==> src/rtl/row_loader.sv <==
// Configuration sequencer for one 4-node row: unpacks a host word stream of
// per-node headers and instruction words into the row's prog/pLength/stack.
module row_loader #(
  parameter int NODES = 4,
  parameter int SLOTS = 15,
  parameter int WORD  = 16
) (
  input  logic            clk,
  input  logic            rst,
  input  logic            load,
  input  logic [WORD-1:0] in_data,
  input  logic            in_valid,
  output logic            in_ready,
  output logic [WORD-1:0] prog    [0:NODES*SLOTS-1],
  output logic [3:0]      pLength [0:NODES-1],
  output logic [NODES-1:0] stack,
  output logic            row_rst,
  output logic            busy,
  output logic            done,
  output logic            err
);

  localparam int NW = $clog2(NODES);
  localparam int PW = $clog2(NODES*SLOTS);

  typedef enum logic [2:0] {IDLE, HDR, BODY, RUN, ERR} state_t;

  state_t        state, state_d;
  logic [NW-1:0] node;
  logic [3:0]    slot;
  logic          xfer, hdr_ok, last_node, last_slot;
  logic [PW-1:0] wr_idx;
  logic          in_ready_d, busy_d, done_d, err_d, row_rst_d;

  // in_ready is decoded from the registered state, so it is exactly "in HDR or BODY".
  assign xfer      = in_valid && in_ready;
  assign hdr_ok    = (in_data[14:4] == '0);
  assign last_node = (node == NW'(NODES-1));
  assign last_slot = (slot == pLength[node] - 4'd1);
  assign wr_idx    = PW'(node) * PW'(SLOTS) + PW'(slot);

  // State register; the status flags are registered alongside it.
  always_ff @(posedge clk or negedge rst) begin
    if (!rst) begin
      state    <= IDLE;
      in_ready <= 1'b0;
      busy     <= 1'b0;
      done     <= 1'b0;
      err      <= 1'b0;
      row_rst  <= 1'b1;
    end else begin
      state    <= state_d;
      in_ready <= in_ready_d;
      busy     <= busy_d;
      done     <= done_d;
      err      <= err_d;
      row_rst  <= row_rst_d;
    end
  end

  // Next-state logic; load restarts from any state and wins over a transfer.
  always_comb begin
    // NOTE: every comb output gets a default first so no path leaves it unassigned (no latch).
    state_d = state;
    if (load) begin
      state_d = HDR;
    end else begin
      case (state)
        HDR: begin
          if (xfer) begin
            if (!hdr_ok)                state_d = ERR;
            else if (in_data[3:0] != '0) state_d = BODY;
            else if (last_node)         state_d = RUN;
            else                        state_d = HDR;
          end
        end
        BODY: begin
          if (xfer && last_slot) state_d = last_node ? RUN : HDR;
        end
        default: state_d = state;
      endcase
    end
  end

  // Flags are computed from the next state so they register in step with it.
  always_comb begin
    // NOTE: combinational blocks use blocking '='; clocked blocks use non-blocking '<='.
    in_ready_d = (state_d == HDR) || (state_d == BODY);
    busy_d     = (state_d == HDR) || (state_d == BODY);
    done_d     = (state_d == RUN);
    err_d      = (state_d == ERR);
    row_rst_d  = (state_d != RUN);
  end

  // Configuration datapath: cleared on reset or load, written only by transfers.
  always_ff @(posedge clk or negedge rst) begin
    if (!rst) begin
      // NOTE: the program store is reset on purpose; the row must see all-zero config while held.
      node  <= '0;
      slot  <= '0;
      stack <= '0;
      for (int n = 0; n < NODES; n++) pLength[n] <= '0;
      for (int i = 0; i < NODES*SLOTS; i++) prog[i] <= '0;
    end else if (load) begin
      node  <= '0;
      slot  <= '0;
      stack <= '0;
      for (int n = 0; n < NODES; n++) pLength[n] <= '0;
      for (int i = 0; i < NODES*SLOTS; i++) prog[i] <= '0;
    end else if (xfer && state == HDR && hdr_ok) begin
      stack[node]   <= in_data[15];
      pLength[node] <= in_data[3:0];
      slot          <= '0;
      if (in_data[3:0] == '0) node <= node + NW'(1);
    end else if (xfer && state == BODY) begin
      prog[wr_idx] <= in_data;
      if (last_slot) begin
        slot <= '0;
        node <= node + NW'(1);
      end else begin
        slot <= slot + 4'd1;
      end
    end
  end

endmodule

==> config.mk <==
export PLATFORM = sky130hd
export DESIGN_NAME = row_loader
export DESIGN_NICKNAME = d
export VERILOG_FILES = /design/src/rtl/row_loader.sv
export SDC_FILE = /design/constraint.sdc
export NUM_CORES = 1
export LEC_CHECK = 0
export BUFFER_PORTS_ARGS = -buffer_cell sky130_fd_sc_hd__buf_4
export CAP_MARGIN = 20
export CELL_PAD_IN_SITES_DETAIL_PLACEMENT = 0
export CELL_PAD_IN_SITES_GLOBAL_PLACEMENT = 1
export CORE_AREA = 5 5 391 393
export DETAILED_ROUTE_END_ITERATION = 6
export DIE_AREA = 0 0 396 398
export PLACE_DENSITY = 0.67
export SYNTH_ARGS = -nofsm -noshare
export SYNTH_HDL_FRONTEND = slang
export SYNTH_SLANG_ARGS = --single-unit
==> constraint.sdc <==
create_clock -name clk -period 9.7 [get_ports clk]
set_clock_uncertainty 0.2 [all_clocks]
set_input_delay 1.94 -clock clk [delete_from_list [all_inputs] [get_ports clk]]
set_output_delay 1.94 -clock clk [all_outputs]
set_load 0.02 [all_outputs]
======== After elaboration in Yosys (flattened, before gate mapping) ========
Index checks and enable logic that the tools add are counted.
operators by class
  $add $sub $neg .......................... 4
  multiply operators ...................... 1
  $lt $le $gt $ge ......................... 6
  eq/ne operators ......................... 11
  multiplexer cells ....................... 35
  bitwise gates (word level) .............. 2
  reductions and logical operators ........ 18
operators by type and width
  kind                   number
  $mux W960              3
  $bwmux W960            1
  $demux W16 S6          1
  $mux W16               3
  $mux W4                9
  $bwmux W16             1
  $mux W2                7
  $mux W3                4
  $logic_not A11 Y1      1
  $eq A3 B2 Y1 const B   3
  $bmux W4 S2            1
  $demux W4 S2           1
  $logic_and A1 B1 Y1    8
  $ge A7 B7 Y1 const B   1
  $lt A7 B1 Y1 const B   1
  $not A6 Y7             1
  $add A6 B4 Y6          1
  $eq A3 B1 Y1 const B   2
  $mul A2 B4 Y6 const B  1
  $ne A3 B2 Y1 const B   2
  $pmux W3 S2            1
  $reduce_bool A3 Y1     2
  $add A4 B1 Y4 const B  1
  $bwmux W4              1
  19 further kinds       20
word-level totals
  register bits ........................... 993
  input bits .............................. 20
  output and inout port bits .............. 985
  logic and storage cells ................. 149

======== Longest topological paths before layout ========
Gate-level depths: netlist of the first run.
  depth in word-level cells ............... 12
  gate-level depth with buffers ........... 12
  depth with buffers taken out ............ 9

======== Worst setup path after synthesis of the first run ========
OpenSTA, ideal clock, no wires.
  path type ............................... reg2reg
  start ................................... register node[1]
  end ..................................... register prog[101] (netlist name)
  library setup time ...................... 0.132 ns
  arrival time ............................ 3.423 ns
  required time ........................... 9.368 ns
  path slack .............................. 5.945 ns
  stages on the path, launching flop included .. 12
  path buffers ............................ 3
  period minus slack after synthesis ...... 3.755 ns
  cell sequence ........................... dfrtp_1 fa_1 ha_1 fa_1 clkbuf_2 nand4_2 or2_1 buf_4 nor3_4 buf_6 mux2i_1 nor2_1
between the ends
  word-level cells in the longest chain between the ends .. 11
  elaborated cells between the ends (all ways) .. 12
  classes of those cells .................. 1 x add/sub; 1 x mul; 2 x order compare; 6 x mux; 1 x bitwise; 1 x reduce/logical
RTL lines
  item                                                                RTL line  source
  start: declaration                                                  29        logic [NW-1:0] node;
  start signal: assignment                                            114       if (in_data[3:0] == '0) node <= node + NW'(1);
  start signal: assignment                                            119       node <= node + NW'(1);
  $mul A2 B4 Y6 (*)                                                   40        assign wr_idx = PW'(node) * PW'(SLOTS) + PW'(slot);
  $add A6 B4 Y6 (*)                                                   40
  $not A6 Y7 (implied by the code) (*)                                116       prog[wr_idx] <= in_data;
  $ge A7 B7 Y1 (implied by the code) or $lt A7 B1 Y1 (tied branches)  116
  $logic_and A1 B1 Y1 (implied by the code)                           116
  $mux W16 (implied by the code)                                      116
  $demux W16 S6 (*)                                                   116
  $bwmux W960 (*)                                                     116
  $mux W960 (*)                                                       115       end else if (xfer && state == BODY) begin
  $mux W960 (*)                                                       110       end else if (xfer && state == HDR && hdr_ok) begin
  $mux W960 (*)                                                       104       end else if (load) begin
  end signal: indexed assignment                                      116
  end: declaration                                                    14        output logic [WORD-1:0] prog [0:NODES*SLOTS-1],
Every way passes the cells marked *; elsewhere a longest branch is shown, timed or not. The select of a mux whose other input is x is not followed.
A chain may end at the register's enable or synchronous reset.

======== Worst setup path in the final report of the first run ========
  start ................................... register node[0]
  end ..................................... register prog[127] (netlist name)
The elaborated chain is that of the path after synthesis.

==> tab_implementation.tex, run 1 <==
\begin{tabular}{lr}
\hline
Metric & Value \\
\hline
\multicolumn{2}{l}{\textbf{Clocking}} \\
Num Clock Sinks & 993 \\
CTS resizes & 0 \\
Clock tree root buffer cell & sky130\_fd\_sc\_hd\_\_clkbuf\_16 \\
Post-CTS clock slew at the launch and capture registers of the worst setup and hold paths & about 0.06 ns \\
H-tree lvl count & 3 \\
Cts hold-fix bufs & 0 \\
Inserted Clock Buffers & 112 \\
Maximum count of clock buffers along a single path & 3 \\
Skew-Pair Late Insertion Delay & 0.73 ns \\
Post-CTS Setup Inserts & 0 \\
CTS tree & done \\
\multicolumn{2}{l}{\textbf{Die}} \\
DIE AREA & $\sim$160000 sq um \\
Number of primary I/O pins & 1005 \\
Number of rows created at floorplan & 142 \\
Core area & roughly 150000 sq um \\
Height of the die & between 300 and 400 um \\
Die width & roughly 400 um \\
Initial Utilization & 27.8\% \\
\multicolumn{2}{l}{\textbf{Timing}} \\
Fin crit share & 52.0\% \\
Max-slew violation count & 0 \\
Min Clock Period, post-route & 5.04 ns \\
Highest Clock Rate & 198 MHz \\
Number of hold violations in the final report & 0 \\
Setup violators final & 0 \\
Worst hold margin & 0.319 ns \\
Transition time at the pin with the least slew margin & 1.15 ns \\
Total Negative Setup Slacks & 0 ns \\
Unrepaired setup endpoints after global routing & no \\
Normalized max-slew margin & 23.0\% \\
\multicolumn{2}{l}{\textbf{Setup path}} \\
Type of destination of the critical path & register \\
Required time at the worst-slack endpoint & 10.05 ns \\
R2r startpoint & node[0] \\
Worst setup path startpoint & node[0] \\
CP Data Arrival Time & 5.39 ns \\
Crit start category & register \\
Maximum fanout along the worst path & 16 \\
Setup CP Type & reg -> reg \\
\multicolumn{2}{l}{\textbf{Synthesis}} \\
Count of state elements after synthesis & 993 \\
Area share of the largest cell type after synthesis & about three fifths \\
Sequential element share of the synthesized area & 60.0\% \\
Number of synthesized flops with an enable pin & 0 \\
Area contributors post-synth & sky130\_fd\_sc\_hd\_\_dfrtp\_1 60\%, sky130\_fd\_sc\_hd\_\_mux2i\_1 19\%, sky130\_fd\_sc\_hd\_\_nor2\_1 7.4\%, sky130\_fd\_sc\_hd\_\_nand2\_1 3.2\%, sky130\_fd\_sc\_hd\_\_a21oi\_1 2.2\% \\
Net count after synthesis & 3695 \\
Primary flip-flop cell chosen by synthesis mapping & sky130\_fd\_sc\_hd\_\_dfrtp\_1 \\
Yosys warnings & 0 \\
Synthesized area per cell & 11.3 sq um \\
Gate count of the mapped netlist & between 3000 and 4000 \\
Count of unique library cells instantiated by Yosys & 54 \\
Synthesized cell area & around 41000 sq um \\
Library cell with the largest summed area after synthesis & sky130\_fd\_sc\_hd\_\_dfrtp\_1 \\
Asr flop ratio synth & 100\% \\
\multicolumn{2}{l}{\textbf{Layout}} \\
Layout cell share with drive strength beyond 1 & 28.9\% \\
Post-layout nets & 4555 \\
Fraction of the core area covered by cells at the end of the flow & approximately 37\% \\
Number of filler cells placed in the layout & 14900 \\
Synth-to-Final Area Change & 31.5\% \\
Design area & approximately 55000 sq um \\
\multicolumn{2}{l}{\textbf{Detailed routing}} \\
Antenna Violating Nets Remaining & 0 \\
Routed Wire Length & between 150000 and 200000 um \\
Vias per cell & between 4 and 5 \\
Iteration-0 DRC count of the detailed router & between 2000 and 2500 \\
Via count & approximately 31000 \\
Routed wirelength normalized by instance count & 26.8 um \\
DRC errors left & 0 \\
Length of the first detailed-routing pass in iterations & 5 \\
\multicolumn{2}{l}{\textbf{Pwr}} \\
Total power after layout & 0.00913 W \\
Power Dens Cells & about 170 nW/um\^{}2 \\
Leakage power figure & 29.4 nW \\
Largest voltage drop on the vdd net & 171 uV \\
\multicolumn{2}{l}{\textbf{Global route}} \\
Antenna violations before repair & 8 \\
Global-route wire length before repair & 244000 um \\
Overflow after GRT & 0 \\
Vias in the first global route & slightly above 30000 \\
Combined global-route utilization of all metal layers & 21.5\% \\
Maximum number of pins on one net before global-route repair & 231 \\
\multicolumn{2}{l}{\textbf{Place}} \\
I/O Buffers & 1004 \\
Global placement routability congestion & $\sim$0.79 \\
Post-placement cell area & a little over 50000 sq um \\
Detailed-placement wirelength estimate & 116000 um \\
\multicolumn{2}{l}{\textbf{Hold path}} \\
Type of the tightest min-delay check & reg -> reg \\
Startpoint of the most critical hold path & prog[501] \\
\multicolumn{2}{l}{\textbf{Flow run}} \\
Max-Cap Viols & 0 \\
\multicolumn{2}{l}{\textbf{Status}} \\
Run status & finished clean \\
\hline
\end{tabular}
flip-flops by register name, summed over array words and instances, names as in the netlist, 2 cells and up:
register	count
slot	4
stack	4
prog	960
node	2
state	3
pLength	16
critical path: stages, from the launching register on:
cell and delay, ns:
sky130_fd_sc_hd__dfrtp_1 0.71, sky130_fd_sc_hd__fa_1 0.51, sky130_fd_sc_hd__ha_1 0.23, sky130_fd_sc_hd__fa_1 0.88, sky130_fd_sc_hd__nand4_2 0.24, sky130_fd_sc_hd__nor3_1 0.69
sky130_fd_sc_hd__nand3_1 0.99, sky130_fd_sc_hd__nand2_1 0.30, sky130_fd_sc_hd__a21oi_1 0.10
Yosys cell counts (5+ instances only):
cell type / number
sky130_fd_sc_hd__a21oi_1: 183
sky130_fd_sc_hd__and2_1: 5
sky130_fd_sc_hd__nor3_4: 18
sky130_fd_sc_hd__nand3_2: 28
sky130_fd_sc_hd__nand2_1: 357
sky130_fd_sc_hd__buf_4: 12
sky130_fd_sc_hd__ha_1: 11
sky130_fd_sc_hd__nand3_1: 35
sky130_fd_sc_hd__mux2i_1: 802
sky130_fd_sc_hd__dfrtp_1: 992
sky130_fd_sc_hd__buf_2: 49
sky130_fd_sc_hd__inv_1: 9
sky130_fd_sc_hd__clkbuf_1: 227
sky130_fd_sc_hd__nor3_1: 9
sky130_fd_sc_hd__buf_1: 10
sky130_fd_sc_hd__buf_6: 20
sky130_fd_sc_hd__nor2_1: 814
sky130_fd_sc_hd__nor3_2: 10
sky130_fd_sc_hd__xnor2_1: 9
sky130_fd_sc_hd__nand3_4: 6
where the power goes:
group / total, W / internal, W / switching, W
Clock: 0.00452 / 0.00267 / 0.00185
Combinational: 0.000428 / 0.0000671 / 0.000361
Sequential: 0.00418 / 0.00416 / 0.0000200
stage by stage:
stage | setup slack, ns | cells
finish | 4.66 | 6556
CTS | 4.69 | 6552
floorplan | 5.95 | 3660
detailed placement | 4.51 | 6350
global route | 4.42 | 6552
global placement | 4.47 | 6350
layout make-up:
type                       instances  area (sq um)  area share, %
antenna                            4          10.0         0.0184
clock buffer                     157          3270           6.01
clock inverter                    45           652           1.20
inverter                           9          33.8         0.0620
multi-input combinational       2337         15100           27.8
sequential                       993         24900           45.6
tap                             1944          2430           4.46
timing repair buffer            1067          8130           14.9
cell usage in the layout, fill, tap and decap left out, types with 5 or more instances in the layout:
master,synthesis,routed
sky130_fd_sc_hd__a21oi_1,183,182
sky130_fd_sc_hd__and2_1,5,5
sky130_fd_sc_hd__buf_12,0,8
sky130_fd_sc_hd__buf_4,12,1057
sky130_fd_sc_hd__bufinv_16,0,12
sky130_fd_sc_hd__clkbuf_1,227,16
sky130_fd_sc_hd__clkbuf_16,0,113
sky130_fd_sc_hd__clkbuf_8,0,28
sky130_fd_sc_hd__clkinv_2,0,24
sky130_fd_sc_hd__dfrtp_1,992,992
sky130_fd_sc_hd__ha_1,11,11
sky130_fd_sc_hd__inv_1,9,9
sky130_fd_sc_hd__mux2i_1,802,802
sky130_fd_sc_hd__nand2_1,357,357
sky130_fd_sc_hd__nand3_1,35,35
sky130_fd_sc_hd__nand3_2,28,28
sky130_fd_sc_hd__nand3_4,6,6
sky130_fd_sc_hd__nor2_1,814,812
sky130_fd_sc_hd__nor3_1,9,9
sky130_fd_sc_hd__nor3_2,10,9
sky130_fd_sc_hd__nor3_4,18,19
sky130_fd_sc_hd__xnor2_1,9,8
kinds of logic after synthesis:
| group | synth area share [%] |
|---|---|
| buf+inv | 3.62 |
| xor+xnor | 0.254 |
| mux | 19.6 |
| flops | 60.0 |
| simple gates | 13.5 |
| fa+ha+maj | 0.525 |
| compound gates | 2.53 |
per-layer routing:
metal / track usage (%) / up-vias / routed length, um
met5: 0 / - / 0
met4: 8.35 / 0 / 6970
met3: 4.98 / 274 / 12000
met2: 35.5 / 1068 / 84900
met1: 27.3 / 16000 / 71800
li1: - / 13800 / -
path summary, 6_finish.rpt:
check,endpoint,slack [ns],cells past startpoint
min,prog[501],0.32,2
min in group asynchronous,prog[598],1.04,1
max in group asynchronous,prog[291],6.08,3
min reg2reg,prog[501],0.32,2
max,prog[127],4.66,8
max reg2reg,prog[127],4.66,8
(Power assumes the default switching activity.)
==> run 2: changes to the inputs <==
Clock period 9.7 ns to 5.2 ns, I/O delays scaled along.
==> tab_implementation.tex, run 2 (synthesis results as in run 1) <==
\begin{tabular}{lr}
\hline
Metric & Value \\
\hline
\multicolumn{2}{l}{\textbf{Place}} \\
I/O Buffers & approximately 1000 \\
Detailed-placement wirelength estimate & around 120000 um \\
Global placement routability congestion & about 0.8 \\
\multicolumn{2}{l}{\textbf{Timing}} \\
Highest Clock Rate & 199 MHz \\
Setup violators final & 0 \\
Normalized max-slew margin & 28.7\% \\
Transition time at the pin with the least slew margin & 1.07 ns \\
Number of hold violations in the final report & 0 \\
Unrepaired setup endpoints after global routing & yes \\
Min Clock Period, post-route & approximately 5.0 ns \\
Fin crit share & 96.4\% \\
Total Negative Setup Slacks & 0 ns \\
Max-slew violation count & 0 \\
\multicolumn{2}{l}{\textbf{Pwr}} \\
Clock network power share & 48.2\% \\
Psw & between 0.004 and 0.005 W \\
Net switching share of the total power & 24.6\% \\
Leakage power figure & 29.4 nW \\
Largest voltage drop on the vdd net & 247 uV \\
Cell Int Power & around 0.013 W \\
Power Dens Cells & 304 nW/um\^{}2 \\
Total power after layout & 0.0166 W \\
Power share of the sequential group & $\sim$47\% \\
Combinational share of power & between 4 and 5\% \\
\multicolumn{2}{l}{\textbf{Global route}} \\
Antenna violations before repair & 5 \\
Overflow after GRT & 0 \\
Global-route wire length before repair & 243000 um \\
Vias in the first global route & 31000 \\
Maximum number of pins on one net before global-route repair & 161 \\
Combined global-route utilization of all metal layers & 21.3\% \\
\multicolumn{2}{l}{\textbf{Setup path}} \\
Maximum fanout along the worst path & 16 \\
Worst-path cell with the longest stage delay & sky130\_fd\_sc\_hd\_\_fa\_1 \\
Most repeated library cell on the critical path & sky130\_fd\_sc\_hd\_\_fa\_1 \\
Longest individual stage delay on the worst path & 0.87 ns \\
CP Data Arrival Time & 5.33 ns \\
Buf/Inv on CP & 0 \\
Required time at the worst-slack endpoint & approximately 5.5 ns \\
Setup CP Type & reg -> reg \\
Crit start category & register \\
Ordered list of cells on the worst path & fa\_1 -> ha\_1 -> fa\_1 -> nand4\_2 -> nor3\_1 -> nand3\_2 -> mux2i\_1 -> nor2\_1 \\
Type of destination of the critical path & register \\
Largest delay share family, worst path & simple AND/OR/NAND/NOR gates \\
\multicolumn{2}{l}{\textbf{Clocking}} \\
H-tree lvl count & 3 \\
Cts hold-fix bufs & 0 \\
Skew-Pair Late Insertion Delay & about 0.7 ns \\
Num Clock Sinks & 993 \\
Post-CTS clock slew at the launch and capture registers of the worst setup and hold paths & 0.06 ns \\
CTS resizes & 0 \\
Inserted Clock Buffers & around 110 \\
Post-CTS Setup Inserts & 0 \\
CTS tree & done \\
Clock tree root buffer cell & sky130\_fd\_sc\_hd\_\_clkbuf\_16 \\
Maximum count of clock buffers along a single path & 3 \\
\multicolumn{2}{l}{\textbf{Layout}} \\
Most frequent standard cell in the layout excluding fill and tap cells & sky130\_fd\_sc\_hd\_\_buf\_4 \\
Synth-to-Final Area Change & 31.7\% \\
Most frequent cells in the layout & 1080 x sky130\_fd\_sc\_hd\_\_buf\_4, 992 x sky130\_fd\_sc\_hd\_\_dfrtp\_1, 812 x sky130\_fd\_sc\_hd\_\_nor2\_1 \\
Layout cell share with drive strength beyond 1 & 28.9\% \\
Largest regs & prog (960), pLength (16) \\
Flip-flop count of the largest register after layout & 960 \\
Number of filler cells placed in the layout & 14800 \\
Post-layout nets & 4586 \\
Register ranked first by flip-flop count & prog \\
\multicolumn{2}{l}{\textbf{Die}} \\
Die width & 396 um \\
Number of rows created at floorplan & 142 \\
Initial Utilization & 27.8\% \\
Core area & 149000 sq um \\
Height of the die & 398 um \\
DIE AREA & roughly 160000 sq um \\
Number of primary I/O pins & 1005 \\
\multicolumn{2}{l}{\textbf{Detailed routing}} \\
Iteration-0 DRC count of the detailed router & about 2300 \\
Length of the first detailed-routing pass in iterations & 6 \\
Via count & 31300 \\
Vias per cell & roughly 4.7 \\
Routed Wire Length & roughly 170000 um \\
Antenna Violating Nets Remaining & 0 \\
DRC errors left & 0 \\
Routed wirelength normalized by instance count & approximately 26 um \\
\multicolumn{2}{l}{\textbf{Hold path}} \\
Type of the tightest min-delay check & in -> async \\
\multicolumn{2}{l}{\textbf{Status}} \\
Run status & finished clean \\
\multicolumn{2}{l}{\textbf{Flow run}} \\
Max-Cap Viols & 0 \\
\hline
\end{tabular}
## run 2: cell count changes in the layout (fill, tap and decap cells not counted)
cell,change
sky130_fd_sc_hd__buf_12,+5
sky130_fd_sc_hd__buf_16,+1
sky130_fd_sc_hd__buf_4,+23
sky130_fd_sc_hd__bufinv_16,-8
sky130_fd_sc_hd__clkbuf_1,+27
sky130_fd_sc_hd__clkbuf_16,+3
sky130_fd_sc_hd__clkbuf_8,-7
sky130_fd_sc_hd__clkinv_2,-16
sky130_fd_sc_hd__clkinv_8,-1
sky130_fd_sc_hd__clkinvlp_4,+5
sky130_fd_sc_hd__inv_8,+1
sky130_fd_sc_hd__nor3_2,+1
sky130_fd_sc_hd__nor3_4,-1
## run 2: cell type report
cell class	instances	area, sq um	share of cell area (%)
Clock buffer	180	3350	6.14
Timing Repair Buffer	1096	8430	15.4
Inverter	9	33.8	0.0619
Antenna cell	4	10.0	0.0183
Multi-Input combinational cell	2337	15100	27.7
Sequential cell	993	24900	45.5
Tap cell	1944	2430	4.46
Clock inverter	26	364	0.667
## run 2: power by group through the flow
stage | Combinational, W | Sequential, W | Clock [W]
final | 0.000813 | 0.00779 | 0.00800
after global routing | 0.000887 | 0.00779 | 0.00853
after CTS | 0.000836 | 0.00779 | 0.00821
after detailed placement | 0.000834 | 0.00793 | 0
after global placement | 0.000837 | 0.00793 | 0
after floorplan | 0.000334 | 0.00793 | 0
## run 2: final timing paths
check                      startpoint        end  slack [ns]  cells past startpoint
max                           node[0]  prog[884]        0.19                      8
min                               rst  prog[648]         0.1                      1
max reg2reg                   node[0]  prog[884]        0.19                      8
min reg2reg                 prog[324]  prog[324]        0.32                      2
max in group asynchronous         rst  prog[620]        3.31                      2
min in group clk            prog[324]  prog[324]        0.32                      2
## run 2: per-stage QoR
stage / instances / area [sq um] / hold WS [ns] / setup WS (ns) / utilization (%)
6_report: 6589 / 54600 / 0.0977 / 0.187 / 36.6
5_1_grt: 6585 / 54600 / 0.146 / -0.236 / 36.6
4_1_cts: 6584 / 54600 / 0.127 / 0.00351 / 36.6
3_5_place_dp: 6378 / 50800 / 0.310 / 0.0280 / 34.1
3_3_place_gp: 6378 / 50800 / 0.303 / 0.169 / 34.1
2_1_floorplan: 3660 / 41400 / 0.387 / 1.45 / -
## run 2: layer usage
metal | up-vias | share of wire [%] | global-route usage, %
met4 | 0 | 3.6 | 7.63
met1 | 16200 | 40 | 26.7
li1 | 13800 | - | -
met5 | - | 0 | 0
met2 | 1054 | 49 | 35.8
met3 | 233 | 7.0 | 5.27
==> run 3: changes to the inputs <==
Settings changed: SETUP_SLACK_MARGIN from default to 0.3.
==> tab_implementation.tex, run 3 (synthesis results as in run 1) <==
\begin{tabular}{lr}
\hline
Metric & Value \\
\hline
\multicolumn{2}{l}{\textbf{Timing}} \\
Transition time at the pin with the least slew margin & 1.16 ns \\
Final worst slack & around 0.42 ns \\
Setup violators final & 0 \\
Max-slew violation count & 0 \\
Fin crit share & 91.9\% \\
Normalized max-slew margin & 22.7\% \\
Min Clock Period, post-route & 4.78 ns \\
Highest Clock Rate & 209 MHz \\
Number of hold violations in the final report & 0 \\
Unrepaired setup endpoints after global routing & yes \\
Total Negative Setup Slacks & 0 ns \\
\multicolumn{2}{l}{\textbf{Pwr}} \\
Largest voltage drop on the vdd net & 247 uV \\
Power Dens Cells & 303 nW/um\^{}2 \\
Leakage power figure & 29.4 nW \\
\multicolumn{2}{l}{\textbf{Die}} \\
Die width & 396 um \\
Number of rows created at floorplan & 142 \\
Number of primary I/O pins & between 1000 and 1500 \\
Height of the die & 398 um \\
Core area & 149000 sq um \\
DIE AREA & 158000 sq um \\
Initial Utilization & 27.8\% \\
\multicolumn{2}{l}{\textbf{Detailed routing}} \\
Vias per cell & 4.74 \\
Antenna Violating Nets Remaining & 0 \\
DRC errors left & 0 \\
Length of the first detailed-routing pass in iterations & 5 \\
Routed Wire Length & 175000 um \\
Iteration-0 DRC count of the detailed router & between 2000 and 2500 \\
Routed wirelength normalized by instance count & 26.5 um \\
Via count & 31200 \\
\multicolumn{2}{l}{\textbf{Clocking}} \\
Skew-Pair Late Insertion Delay & approximately 0.70 ns \\
Maximum count of clock buffers along a single path & 3 \\
Inserted Clock Buffers & 114 \\
CTS tree & done \\
Cts hold-fix bufs & 0 \\
Num Clock Sinks & 993 \\
Post-CTS clock slew at the launch and capture registers of the worst setup and hold paths & 0.06 ns \\
H-tree lvl count & 3 \\
Clock tree root buffer cell & sky130\_fd\_sc\_hd\_\_clkbuf\_16 \\
\multicolumn{2}{l}{\textbf{Layout}} \\
Fraction of the core area covered by cells at the end of the flow & 36.7\% \\
Post-layout nets & 4588 \\
Flip-flop count of the largest register after layout & 960 \\
Design area & roughly 55000 sq um \\
Layout cell share with drive strength beyond 1 & between 20\% and 30\% \\
Largest regs & prog (960), pLength (16) \\
Synth-to-Final Area Change & 32.1\% \\
Register ranked first by flip-flop count & prog \\
Most frequent cells in the layout & 1080 x sky130\_fd\_sc\_hd\_\_buf\_4, 992 x sky130\_fd\_sc\_hd\_\_dfrtp\_1, 812 x sky130\_fd\_sc\_hd\_\_nor2\_1 \\
Most frequent standard cell in the layout excluding fill and tap cells & sky130\_fd\_sc\_hd\_\_buf\_4 \\
\multicolumn{2}{l}{\textbf{Place}} \\
Global placement routability congestion & 0.796 \\
Detailed-placement wirelength estimate & 118000 um \\
Dpl ws & 0.0280 ns \\
Post-placement cell area & 50800 sq um \\
I/O Buffers & 1004 \\
\multicolumn{2}{l}{\textbf{Setup path}} \\
Worst setup path startpoint & node[0] \\
Maximum fanout along the worst path & 16 \\
CP Data Arrival Time & 5.15 ns \\
Type of destination of the critical path & register \\
Crit start category & register \\
Flop2flop setup slack & between 0.4 and 0.5 ns \\
R2r startpoint & node[0] \\
Required time at the worst-slack endpoint & about 5.6 ns \\
Setup CP Type & reg -> reg \\
\multicolumn{2}{l}{\textbf{Hold path}} \\
Type of the tightest min-delay check & in -> async \\
\multicolumn{2}{l}{\textbf{Global route}} \\
Global-route wire length before repair & 243000 um \\
Maximum number of pins on one net before global-route repair & 161 \\
Combined global-route utilization of all metal layers & 21.3\% \\
Vias in the first global route & slightly above 30000 \\
Overflow after GRT & 0 \\
Antenna violations before repair & 5 \\
\multicolumn{2}{l}{\textbf{Status}} \\
Run status & finished clean \\
\multicolumn{2}{l}{\textbf{Flow run}} \\
Max-Cap Viols & 0 \\
\hline
\end{tabular}
==> run 3: changes by cell type in the layout (fill, tap and decap cells not counted), sizes merged <==
cell   previous run  this run
buf            1096      1098
diode             4         3
==> run 3: report_power, final <==
part	internal (W)	leakage, nW	total [W]	switching (W)
Sequential	0.00775	13.9	0.00779	0.0000388
Combinational	0.000142	13.8	0.000818	0.000676
Clock	0.00462	1.79	0.00800	0.00338
==> run 3: final cells by class <==
cell class,count,area [sq um]
antenna,3,7.51
clock buffer,180,3350
clock inverter,26,364
fill,14800,94300
inverter,9,33.8
multi-input combinational,2337,15200
sequential,993,24900
tap,1944,2430
timing repair buffer,1098,8470
==> run 3: routing by layer <==
metal	share of wire [%]	wire length [um]	GRT usage [%]	up-vias
met1	40	70600	26.7	16100
met5	0	0	0	-
met2	49	85500	35.8	1020
met3	6.9	12000	5.27	239
li1	-	-	-	13800
met4	3.7	6440	7.63	0
==> run 3: stage by stage <==
stage	power, W	hold WS (ns)	instances
finish	0.0166	0.121	6590
global route	0.0172	0.146	6587
CTS	0.0168	0.127	6584
detailed placement	0.00876	0.310	6378
global placement	0.00877	0.303	6378
floorplan	0.00827	0.387	3660
==> run 3: what timing repair did <==
item                                    in CTS  in global routing
pin swaps                                    0                  1
buffers inserted                             0                  2
resized for setup                            3                 15
endpoints found under the setup margin      48                330
==> run 3: worst max-delay path, stage by stage, from the launching register on <==
cell and delay [ns]:
sky130_fd_sc_hd__dfrtp_1 0.72, sky130_fd_sc_hd__fa_1 0.51, sky130_fd_sc_hd__ha_1 0.23, sky130_fd_sc_hd__fa_1 0.71
sky130_fd_sc_hd__nor3_2 0.35, sky130_fd_sc_hd__and2_1 0.71, sky130_fd_sc_hd__nand3_2 0.76, sky130_fd_sc_hd__mux2i_1 0.38
sky130_fd_sc_hd__nor2_1 0.06
==> run 3: worst paths after layout <==
kind | end | depth (start not counted)
min in group clk | prog[324] | 2
worst min register to register | prog[324] | 2
worst min-delay path | prog[584] | 1
worst max-delay path | prog[190] | 8
worst max register to register | prog[190] | 8
max in group asynchronous | prog[620] | 2
